==> src/rtl/ux607_reset_sequencer.sv <==
// Reset sequencer: holds every reset domain asserted for HOLD cycles, then releases
// domains in ascending order, GAP cycles apart, and records what caused the sequence.
module ux607_reset_sequencer #(
  parameter int unsigned NDOM = 3,
  parameter int unsigned HOLD = 16,
  parameter int unsigned GAP  = 4,
  parameter int unsigned CNTW = 8
) (
  input  logic            clock,
  input  logic            reset_n,
  input  logic            test_mode,
  input  logic            io_req_sw,
  input  logic            io_req_wdt,
  input  logic            io_req_dbg,
  output logic [NDOM-1:0] io_rst,
  output logic [2:0]      io_cause,
  output logic            io_busy,
  output logic            io_done
);

  localparam int unsigned IDXW = (NDOM > 1) ? $clog2(NDOM) : 1;

  typedef enum logic [1:0] {
    ST_ASSERT  = 2'd0,
    ST_RELEASE = 2'd1,
    ST_RUN     = 2'd2
  } state_e;

  // All sequencer state lives in one struct so checkers can bind to seq_q directly.
  typedef struct packed {
    state_e          state;
    logic [CNTW-1:0] cnt;
    logic [IDXW-1:0] idx;
    logic [NDOM-1:0] rst;
    logic [2:0]      cause;
    logic            done;
  } seq_t;

  localparam seq_t SEQ_RST = '{
    state: ST_ASSERT,
    cnt:   '0,
    idx:   '0,
    rst:   '1,
    cause: 3'b000,
    done:  1'b0
  };

  seq_t       seq_q;
  seq_t       seq_d;
  logic       req;
  logic [2:0] reqv;

  assign req  = io_req_sw | io_req_wdt | io_req_dbg;
  assign reqv = {io_req_dbg, io_req_wdt, io_req_sw};

  always_ff @(posedge clock) begin
    if (!reset_n) begin
      seq_q <= SEQ_RST;
    end else begin
      seq_q <= seq_d;
    end
  end

  always_comb begin
    seq_d      = seq_q;
    seq_d.done = 1'b0;
    case (seq_q.state)
      ST_ASSERT: begin
        // A request while still holding restarts the hold and accumulates causes.
        if (req) begin
          seq_d.cnt   = '0;
          seq_d.cause = seq_q.cause | reqv;
        end else if (seq_q.cnt == CNTW'(HOLD - 1)) begin
          seq_d.rst[0] = 1'b0;
          seq_d.cnt    = '0;
          if (NDOM == 1) begin
            seq_d.state = ST_RUN;
            seq_d.idx   = '0;
            seq_d.done  = 1'b1;
          end else begin
            seq_d.state = ST_RELEASE;
            seq_d.idx   = IDXW'(1);
          end
        end else begin
          seq_d.cnt = seq_q.cnt + CNTW'(1);
        end
      end

      ST_RELEASE: begin
        if (req) begin
          seq_d.state = ST_ASSERT;
          seq_d.rst   = '1;
          seq_d.cnt   = '0;
          seq_d.idx   = '0;
          seq_d.cause = reqv;
        end else if (seq_q.cnt == CNTW'(GAP - 1)) begin
          for (int i = 0; i < NDOM; i++) begin
            if (seq_q.idx == IDXW'(i)) begin
              seq_d.rst[i] = 1'b0;
            end
          end
          seq_d.cnt = '0;
          if (seq_q.idx == IDXW'(NDOM - 1)) begin
            seq_d.state = ST_RUN;
            seq_d.idx   = '0;
            seq_d.done  = 1'b1;
          end else begin
            seq_d.idx = seq_q.idx + IDXW'(1);
          end
        end else begin
          seq_d.cnt = seq_q.cnt + CNTW'(1);
        end
      end

      ST_RUN: begin
        if (req) begin
          seq_d.state = ST_ASSERT;
          seq_d.rst   = '1;
          seq_d.cnt   = '0;
          seq_d.idx   = '0;
          seq_d.cause = reqv;
        end
      end

      default: begin
        seq_d.state = ST_ASSERT;
        seq_d.rst   = '1;
        seq_d.cnt   = '0;
        seq_d.idx   = '0;
      end
    endcase
  end

  // DFT bypass drives the domain resets straight from reset_n, independent of the FSM.
  assign io_rst   = test_mode ? {NDOM{~reset_n}} : seq_q.rst;
  assign io_busy  = |seq_q.rst;
  assign io_cause = seq_q.cause;
  assign io_done  = seq_q.done;

endmodule

==> config.mk <==
export PLATFORM = sky130hd
export DESIGN_NAME = ux607_reset_sequencer
export DESIGN_NICKNAME = d
export VERILOG_FILES = /design/src/rtl/ux607_reset_sequencer.sv
export SDC_FILE = /design/constraint.sdc
export NUM_CORES = 1
export LEC_CHECK = 0
export BUFFER_PORTS_ARGS = -buffer_cell sky130_fd_sc_hd__buf_4
export CAP_MARGIN = 20
export CELL_PAD_IN_SITES_DETAIL_PLACEMENT = 1
export CELL_PAD_IN_SITES_GLOBAL_PLACEMENT = 1
export CORE_MARGIN = 1
export CORE_UTILIZATION = 45
export DETAILED_ROUTE_END_ITERATION = 7
export GPL_ROUTABILITY_DRIVEN = 1
export PLACE_DENSITY_LB_ADDON = 0.1
export SYNTH_ARGS = -nofsm -noshare
export SYNTH_HDL_FRONTEND = slang
export SYNTH_SLANG_ARGS = --single-unit
==> constraint.sdc <==
create_clock -name clock -period 4.1 [get_ports clock]
set_input_delay 0.205 -clock clock [delete_from_list [all_inputs] [get_ports clock]]
set_output_delay 0.205 -clock clock [all_outputs]
set_load 0.03 [all_outputs]
# == Word-level counts from Yosys, hierarchy flattened ==
# Index checks and enable logic that the tools add are counted.
# word_totals
reg_bits,19
input_bits,6
out_inout_bits,8
elab_cells,67
# op_classes
addsub,2
n_eq_ne,15
mux,24
bitwise_logic,7
reduce_logical,11
# op_table
op,n
12-bit one-hot mux with 3 select lines,1
8-bit two-way mux,3
18-bit two-way mux,1
4-bit AND reduction,4
15-bit two-way mux,1
3-bit != test (second input constant),4
2-bit two-way mux,5
2-bit != test (second input constant),5
5-bit AND reduction,2
3-bit two-way mux,3
3-bit one-hot mux with 3 select lines,1
8-bit by 1-bit adder with 8-bit output (second input constant),1
8-bit by 2-bit == test with 1-bit output (second input constant),1
8-bit by 4-bit == test with 1-bit output (second input constant),1
1-bit two-way mux,6
2-bit one-hot mux with 3 select lines,1
5-bit two-way mux,1
2-bit by 1-bit == test with 1-bit output (second input constant),2
2-bit == test (second input constant),2
2-bit zero test,2
1-bit NOT,4
4-bit OR reduction,1
3-bit OR,1
1-bit one-hot mux with 3 select lines,1
other kinds (4),5

# == Longest topological paths before layout ==
# Gate-level depths: netlist (run 1).
# logic_depth
ltp_word,5
mapped_depth,7
ltp_nobuf,6

# == Worst setup path before layout (run 1) ==
# No wires, ideal clock.
# synth_path
path_kind,register to register
startpoint,register seq_q[9] (netlist bit)
endpoint,register seq_q[18] (netlist bit)
setup_time_ns,0.061
arrival_time_ns,1.786
setup_slack_ns,2.253
stages_incl_launch_ff,7
period_less_slack_ns,1.847
cell_sequence,dfxtp_1 ha_1 or3b_2 clkbuf_1 or3_4 nor3_2 o221a_1
# synth_between
elab_chain_cells,3
# synth_lines
item,line_no,text
start: declaration,48,seq_t seq_q;
start signal: assignment,60,seq_q <= seq_d;
8-bit by 2-bit == test with 1-bit output / 8-bit by 4-bit == test with 1-bit output (equally long branches),"96, 73",
3-bit != test (no line) / 2-bit != test (equally long branches),--,
5-bit AND reduction (no line) (*),--,
# Every way passes the cells marked *; elsewhere a longest branch is shown, timed or not.
# A chain may end at the register's enable or synchronous reset.

# == Final worst setup path (run 1) ==
# layout_path
startpoint,register seq_q[17] (netlist bit)
endpoint,register seq_q[17] (netlist bit)
# layout_between
elab_chain_cells,3
# layout_lines
item,line_no,text
2-bit by 1-bit == test with 1-bit output (tied with other cells),67,case (seq_q.state)
3-bit != test (no line) / 2-bit != test (equally long branches),--,
5-bit AND reduction (no line),--,
# Several ways; a longest one is shown, not always the timed one.

==> flow_metrics.tcl, run 1 <==
set metrics [dict create \
    cp-end-kind "register" \
    tritoncts "yes" \
    cts_buffers 3 \
    ys_seq_area_share_pct 36.4 \
    critical_path_class "register to register" \
    ys_types 40 \
    fin_crit_sh_pct 50.6 \
    intPower_w 0.000236 \
    antenna_cells 0 \
    ctsResizeCount 0 \
    p_seq_share_pct 59.9 \
    hold_path_class "input port to register" \
    start_kind "register" \
    htreeDepth 1 \
    synth-xor-area-share_pct 5.86 \
    worstPathRequired_ns 4.32 \
    core_area_um2 2190 \
    fin_crit_ns 2.07 \
    dieWidth_um 50.2 \
    hold_path_end "io_done" \
    ant_nets 0 \
    synth-seq-cells 19 \
    drv_slew 0 \
    grt-ovfl-total 0 \
    r2r_start "seq_q[17]" \
    peakVddDrop_uv 178 \
    cp-startpoint "seq_q[17]" \
    antenna_found_initial 0 \
    synth_top_family_by_area "simple AND/OR/NAND/NOR gates" \
    critPathArrivalTime_ns 2.29 \
    syn_to_final_growth_pct 10.3 \
    first_global_vias 856 \
    netlist.area_leader.share_pct 36.4 \
    route.detailed.drc 0 \
    synthSimpleGateAreaFrac_pct 25.2 \
    fin_worst_skew_ns 0.000805 \
    clock_latency_ns 0.30 \
    netlist_area_um2 1050 \
    synth_adder_area_share_pct 5.98 \
    yosysWarnings 0 \
    start_util_pct 47.7 \
    dp_hpwl_mm 1.70 \
    routed_via_density 5.66 \
    via_count 888 \
    rrSetupSlack_ns 2.03 \
    clock-sinks 19 \
    status "finished clean" \
    grt_max_degree 12 \
    gp_congestion 0.850 \
    drv_cap 0 \
    synth_area_leaders "dfxtp_1 (36%), ha_1 (6.0%), nor2_1 (5.0%), nand2_1 (3.6%), a21oi_1 (3.3%)" \
    slew_headroom_pct 28.7 \
    fill_cells 272 \
    critPathMaxFanout 6 \
    min_from "reset_n" \
    swShare_pct 25.0 \
    synth_edf_count 0 \
    dieArea_um2 2520 \
    pwr-share-clk_pct 31.2 \
    fmax_mhz 482 \
    max_stage_delay_ns 0.86 \
    rsz0062_at_grt "no" \
    yosys.area.top_type "dfxtp_1" \
    synthFlopType "dfxtp_1" \
    clockBufferDepth 2 \
    hold_path_depth 3 \
    rows 17 \
    leakage_nw 0.429 \
    gr-usage-all-layers_pct 20.2 \
    layout-drive-gt1-share_pct 20.2 \
    synth.area.mux_share_pct 0 \
    root_buffer "clkbuf_4" \
    async_reset_ff_share_pct 0 \
    pwr-share-comb_pct 8.8 \
    cts.clk_slew.worst_paths_ns 0.11 \
    ctsHoldBuffers 0 \
    tightest_slew_ns 1.05 \
    syn_nets 131 \
    cp_slowest_cell "nor4b_1" \
    synth_commonest_cells "dfxtp_1 (19), nor2_1 (14), nand2_1 (10)" \
    cp_cell_sequence "inv_1, ha_1, nor4b_1, nor2_1, a221oi_1" \
    p_sw_w 0.0000783 \
    synth_compound_area_share_pct 19.1 \
    synth_cells 120 \
    reg2regPathDepth 5 \
    synth_area_per_cell_um2 8.72 \
    die_h_um 50.2 \
    grt_first_pass_wirelength_mm 3.83 \
    postCtsSetupBuffers 0 \
    r2r-end "seq_q[17]" \
    setup_violations 0 \
    final-hold-violation-count 0 \
    dr.pass1.iters 4 \
    nNetsFinal 141 \
    drt-total-wl_mm 2.28 \
    finalSetupTns_ns 0 \
    yosysMostFrequentCell "dfxtp_1" \
    port-buffer-count 13 \
    io-pin-count 14 \
    holdWs_ns 0.168 \
    wl_per_cell_um 14.5 \
    drtIter0Drc 5 \
    power_density_nw_per_um2 272 \
]
-- sequential cells by signal (all words and copies together) (netlist names) --
name      cells
io_done       1
seq_q        15
io_cause      3
-- placed cells by master (no fill, tap or decap), types with 2 or more instances in the layout --
cell type  instances
buf_4             13
dfxtp_1           19
xnor2_1            3
nor2_1            14
o21ai_0            7
nand3_1            3
nor3_1             2
xor2_1             4
clkbuf_4           3
or3_1              2
ha_1               5
nand4_1            2
a21oi_1            7
o31ai_1            3
nand2_1           10
o21bai_1           2
and3_1             2
inv_1              7
-- critical path, delay by kind of cell, from the launching register on --
kind,cells,cell delay (ns)
and+or+nand+nor,2,1.03
DFF,1,0.34
AOI/OAI and AO/OA,1,0.30
adders and majority gates,1,0.21
buffers and inverters,1,0.10
-- power by group through the flow --
stage | sequential, W | combinational [W] | clock (W)
after floorplan | 0.000192 | 0.0000178 | 0
after global placement | 0.000192 | 0.0000272 | 0
after detailed placement | 0.000193 | 0.0000279 | 0
after CTS | 0.000188 | 0.0000279 | 0.000102
after global routing | 0.000189 | 0.0000300 | 0.000109
final | 0.000188 | 0.0000277 | 0.0000981
-- cells by family after synthesis --
kind of cell    after synthesis
xor+xnor                      7
compound gates               27
buf+inv                      15
fa+ha+maj                     5
simple gates                 47
flops                        19
-- layer usage --
layer / wire length (µm) / up-vias / track usage (%)
met2: 1200 / 10 / 37.3
met1: 982 / 435 / 22.1
met5: 0 / - / 0
met3: 46 / 5 / 2.73
li1: - / 438 / -
met4: 47 / 0 / 10.0
-- metrics by stage --
stage	area (µm²)	worst slack (ns)	utilization (%)	instances	power, W
after detailed placement	1130	2.04	51.5	153	0.000220
after global placement	1130	2.13	51.5	153	0.000219
final	1150	2.03	52.7	157	0.000314
after floorplan	1050	2.25	-	120	0.000210
after CTS	1150	2.01	52.7	157	0.000318
after global routing	1150	1.80	52.7	157	0.000328
-- worst max path at each step --
stage	to	slack (ns)	cells after the start
CTS	seq_q[17]	2.01	5
detailed placement	seq_q[17]	2.04	5
global placement	seq_q[17]	2.13	5
finish	seq_q[17]	2.03	5
floorplan	seq_q[18]	2.25	6
global route	seq_q[17]	1.80	5
-- final cells by class --
| class | count | area [µm²] | share of cell area, % |
|---|---|---|---|
| inverters | 7 | 26.3 | 2.28 |
| flip-flops and latches | 19 | 380 | 33.0 |
| multi-input cells | 86 | 588 | 51.0 |
| clock buffers | 4 | 26.3 | 2.28 |
| repair buffers | 13 | 97.6 | 8.46 |
| well taps | 28 | 35.0 | 3.04 |
Note: power is estimated with default switching activity, not from simulation.
==> inputs of run 2 (changes only) <==
ABC_AREA = 1   (was default)
CORE_UTILIZATION = 41   (was 45)
clock period = 2.1 ns   (was 4.1 ns; I/O delays follow)
==> run 2 against run 1 <==
Against the previous run:
- sequential share of layout area shrank 4.6 points
- clock skew is 0.0061 ns higher
- critical endpoint is now io_cause[2]
- synthesized cell count grew 38%
- total power rose to 3.9 times the previous value
- highest routed layer unchanged
==> flow_metrics.tcl, run 2 <==
set metrics [dict create \
    synth_area_leaders "dfxtp_1 (31%), nand2_1 (9.2%), nand3_1 (6.6%), inv_1 (6.5%), ha_1 (5.1%)" \
    synth_edf_count 0 \
    io-pin-count 14 \
    final-hold-violation-count 0 \
    gr-usage-all-layers_pct 18.5 \
    grt_max_degree 15 \
    antenna_cells 0 \
    drv_slew 0 \
    clock-sinks 19 \
    peakVddDrop_uv 636 \
    power_density_nw_per_um2 904 \
    cts_buffers 3 \
    status "finished clean" \
    drv_cap 0 \
    grt-ovfl-total 0 \
    drt-total-wl_mm 2.62 \
    cts.clk_slew.worst_paths_ns 0.12 \
    critical_path_class "register to register" \
    ctsResizeCount 0 \
    finalSetupTns_ns 0 \
    ys_types 26 \
    start_kind "register" \
    clock_latency_ns 0.30 \
    critPathMaxFanout 14 \
    regMostFlops "seq_q" \
    synth-seq-cells 19 \
    final_cell_area_um2 1340 \
    register_area_um2 380 \
    netlist.area_leader.share_pct 31.2 \
    routed_via_density 4.95 \
    htreeDepth 1 \
    placed_area_um2 1320 \
    start_util_pct 43.8 \
    fin_crit_sh_pct 73.3 \
    yosysMostFrequentCell "nand2_1" \
    route.detailed.drc 0 \
    clockBufferDepth 2 \
    nNetsFinal 190 \
    multi_input_area_um2 697 \
    fin_crit_ns 1.54 \
    cp_slowest_cell "dfxtp_1" \
    synth_cells 166 \
    antenna_found_initial 0 \
    largest_register_ffs 15 \
    gp_congestion 0.767 \
    fmax_mhz 650 \
    syn_nets 177 \
    leakage_nw 0.631 \
    via_count 1035 \
    critPathArrivalTime_ns 1.78 \
    yosysWarnings 0 \
    slew_headroom_pct 81.1 \
    tightest_slew_ns 0.283 \
    grt_first_pass_wirelength_mm 4.64 \
    netlist_area_um2 1220 \
    syn_to_final_growth_pct 10.2 \
    fin_worst_skew_ns 0.00695 \
    synth_area_per_cell_um2 7.34 \
    port-buffer-count 13 \
    dieArea_um2 3190 \
    core_area_um2 2780 \
    cp-end-kind "register" \
    synthFlopType "dfxtp_1" \
    dp_hpwl_mm 2.20 \
    postCtsSetupBuffers 0 \
    cp_cell_sequence "inv_1, ha_1, nand4_4, nand2_2, inv_2, nand3_1, nand2_1, a21oi_1" \
    max_stage_delay_ns 0.33 \
    wl_per_cell_um 12.5 \
    layout_commonest_cell "nand2_1" \
    worstPathRequired_ns 2.34 \
    ys_seq_area_share_pct 31.2 \
    yosys.area.top_type "dfxtp_1" \
    dr.pass1.iters 4 \
    rsz0062_at_grt "no" \
    tritoncts "yes" \
    root_buffer "clkbuf_4" \
    ant_nets 0 \
    hold_path_class "input port to register" \
    synth_commonest_cells "nand2_1 (30), inv_1 (21), dfxtp_1 (19)" \
    drtIter0Drc 26 \
    async_reset_ff_share_pct 0 \
    fill_cells 367 \
    setup_violations 0 \
    layout-drive-gt1-share_pct 27.5 \
    rows 19 \
    first_global_vias 1069 \
    mostFrequentLayoutCells "nand2_1 (30), inv_1 (21), dfxtp_1 (19)" \
    die_h_um 56.5 \
    ctsHoldBuffers 0 \
    dieWidth_um 56.5 \
]
[run 2: cell count changes after synthesis, sizes merged, moves of 2 or more]
cell,previous run,this run
a221oi,2,0
and3,3,0
clkbuf,2,0
inv,7,26
nand2,10,40
nand3,4,20
nor2,14,24
nor3,3,1
nor4b,2,0
o31ai,4,0
or3,3,0
xnor2,3,0
[run 2: cell type report]
type / count / area share (%)
flip-flops and latches: 19 / 28.3
repair buffers: 13 / 7.27
inverters: 27 / 7.64
well taps: 31 / 2.89
multi-input cells: 115 / 51.9
clock buffers: 4 / 1.96
[run 2: through the flow]
stage               std cells  worst slack (ns)  utilization [%]  hold slack [ns]  total power (W)
floorplan                 166             0.797                -            0.269         0.000905
global placement          205             0.656             47.3            0.403          0.00101
global route              209             0.396             48.3           0.0877          0.00132
detailed placement        205             0.578             47.3            0.410          0.00104
finish                    209             0.561             48.3           0.0854          0.00121
CTS                       209             0.549             48.3           0.0775          0.00123
[run 2: report_power, final]
group          total [W]  leakage [nW]  internal [W]  switching [W]
Sequential      0.000468         0.155      0.000424      0.0000437
Clock           0.000193        0.0150     0.0000740       0.000119
Combinational   0.000553         0.461      0.000198       0.000355
Total            0.00121         0.631      0.000696       0.000517
[run 2: critical path: cells and delay by family (launching register included)]
kind            cells  cell delay, ns
buf+inv             2            0.16
fa+ha+maj           1            0.22
flops               1            0.33
compound gates      1            0.13
simple gates        4            0.63
[run 2: cells by family after synthesis]
| logic type | Yosys count | share of synthesized area [%] |
|---|---|---|
| adders and majority gates | 5 | 5.13 |
| DFF | 19 | 31.2 |
| buffers and inverters | 32 | 11.6 |
| xor gates and xnor gates | 5 | 3.59 |
| and+or+nand+nor | 88 | 41.0 |
| AOI/OAI and AO/OA | 17 | 7.49 |
[run 2: path summary, 6_finish.rpt]
| check | start | endpoint | slack, ns | cells past startpoint |
|---|---|---|---|---|
| max reg2reg | seq_q[17] | io_cause[2] | 0.56 | 8 |
| max | seq_q[17] | io_cause[2] | 0.56 | 8 |
| min | io_req_sw | io_cause[0] | 0.09 | 3 |
| min reg2reg | seq_q[4] | seq_q[4] | 0.46 | 2 |
[run 2: per-layer routing]
| layer | track usage [%] | routed length [µm] | part of all wire [%] |
|---|---|---|---|
| met1 | 23.7 | 1250 | 48 |
| met2 | 31.1 | 1280 | 49 |
| met3 | 2.76 | 52 | 2.0 |
| met4 | 7.32 | 34 | 1.3 |
| met5 | 0 | 0 | 0 |
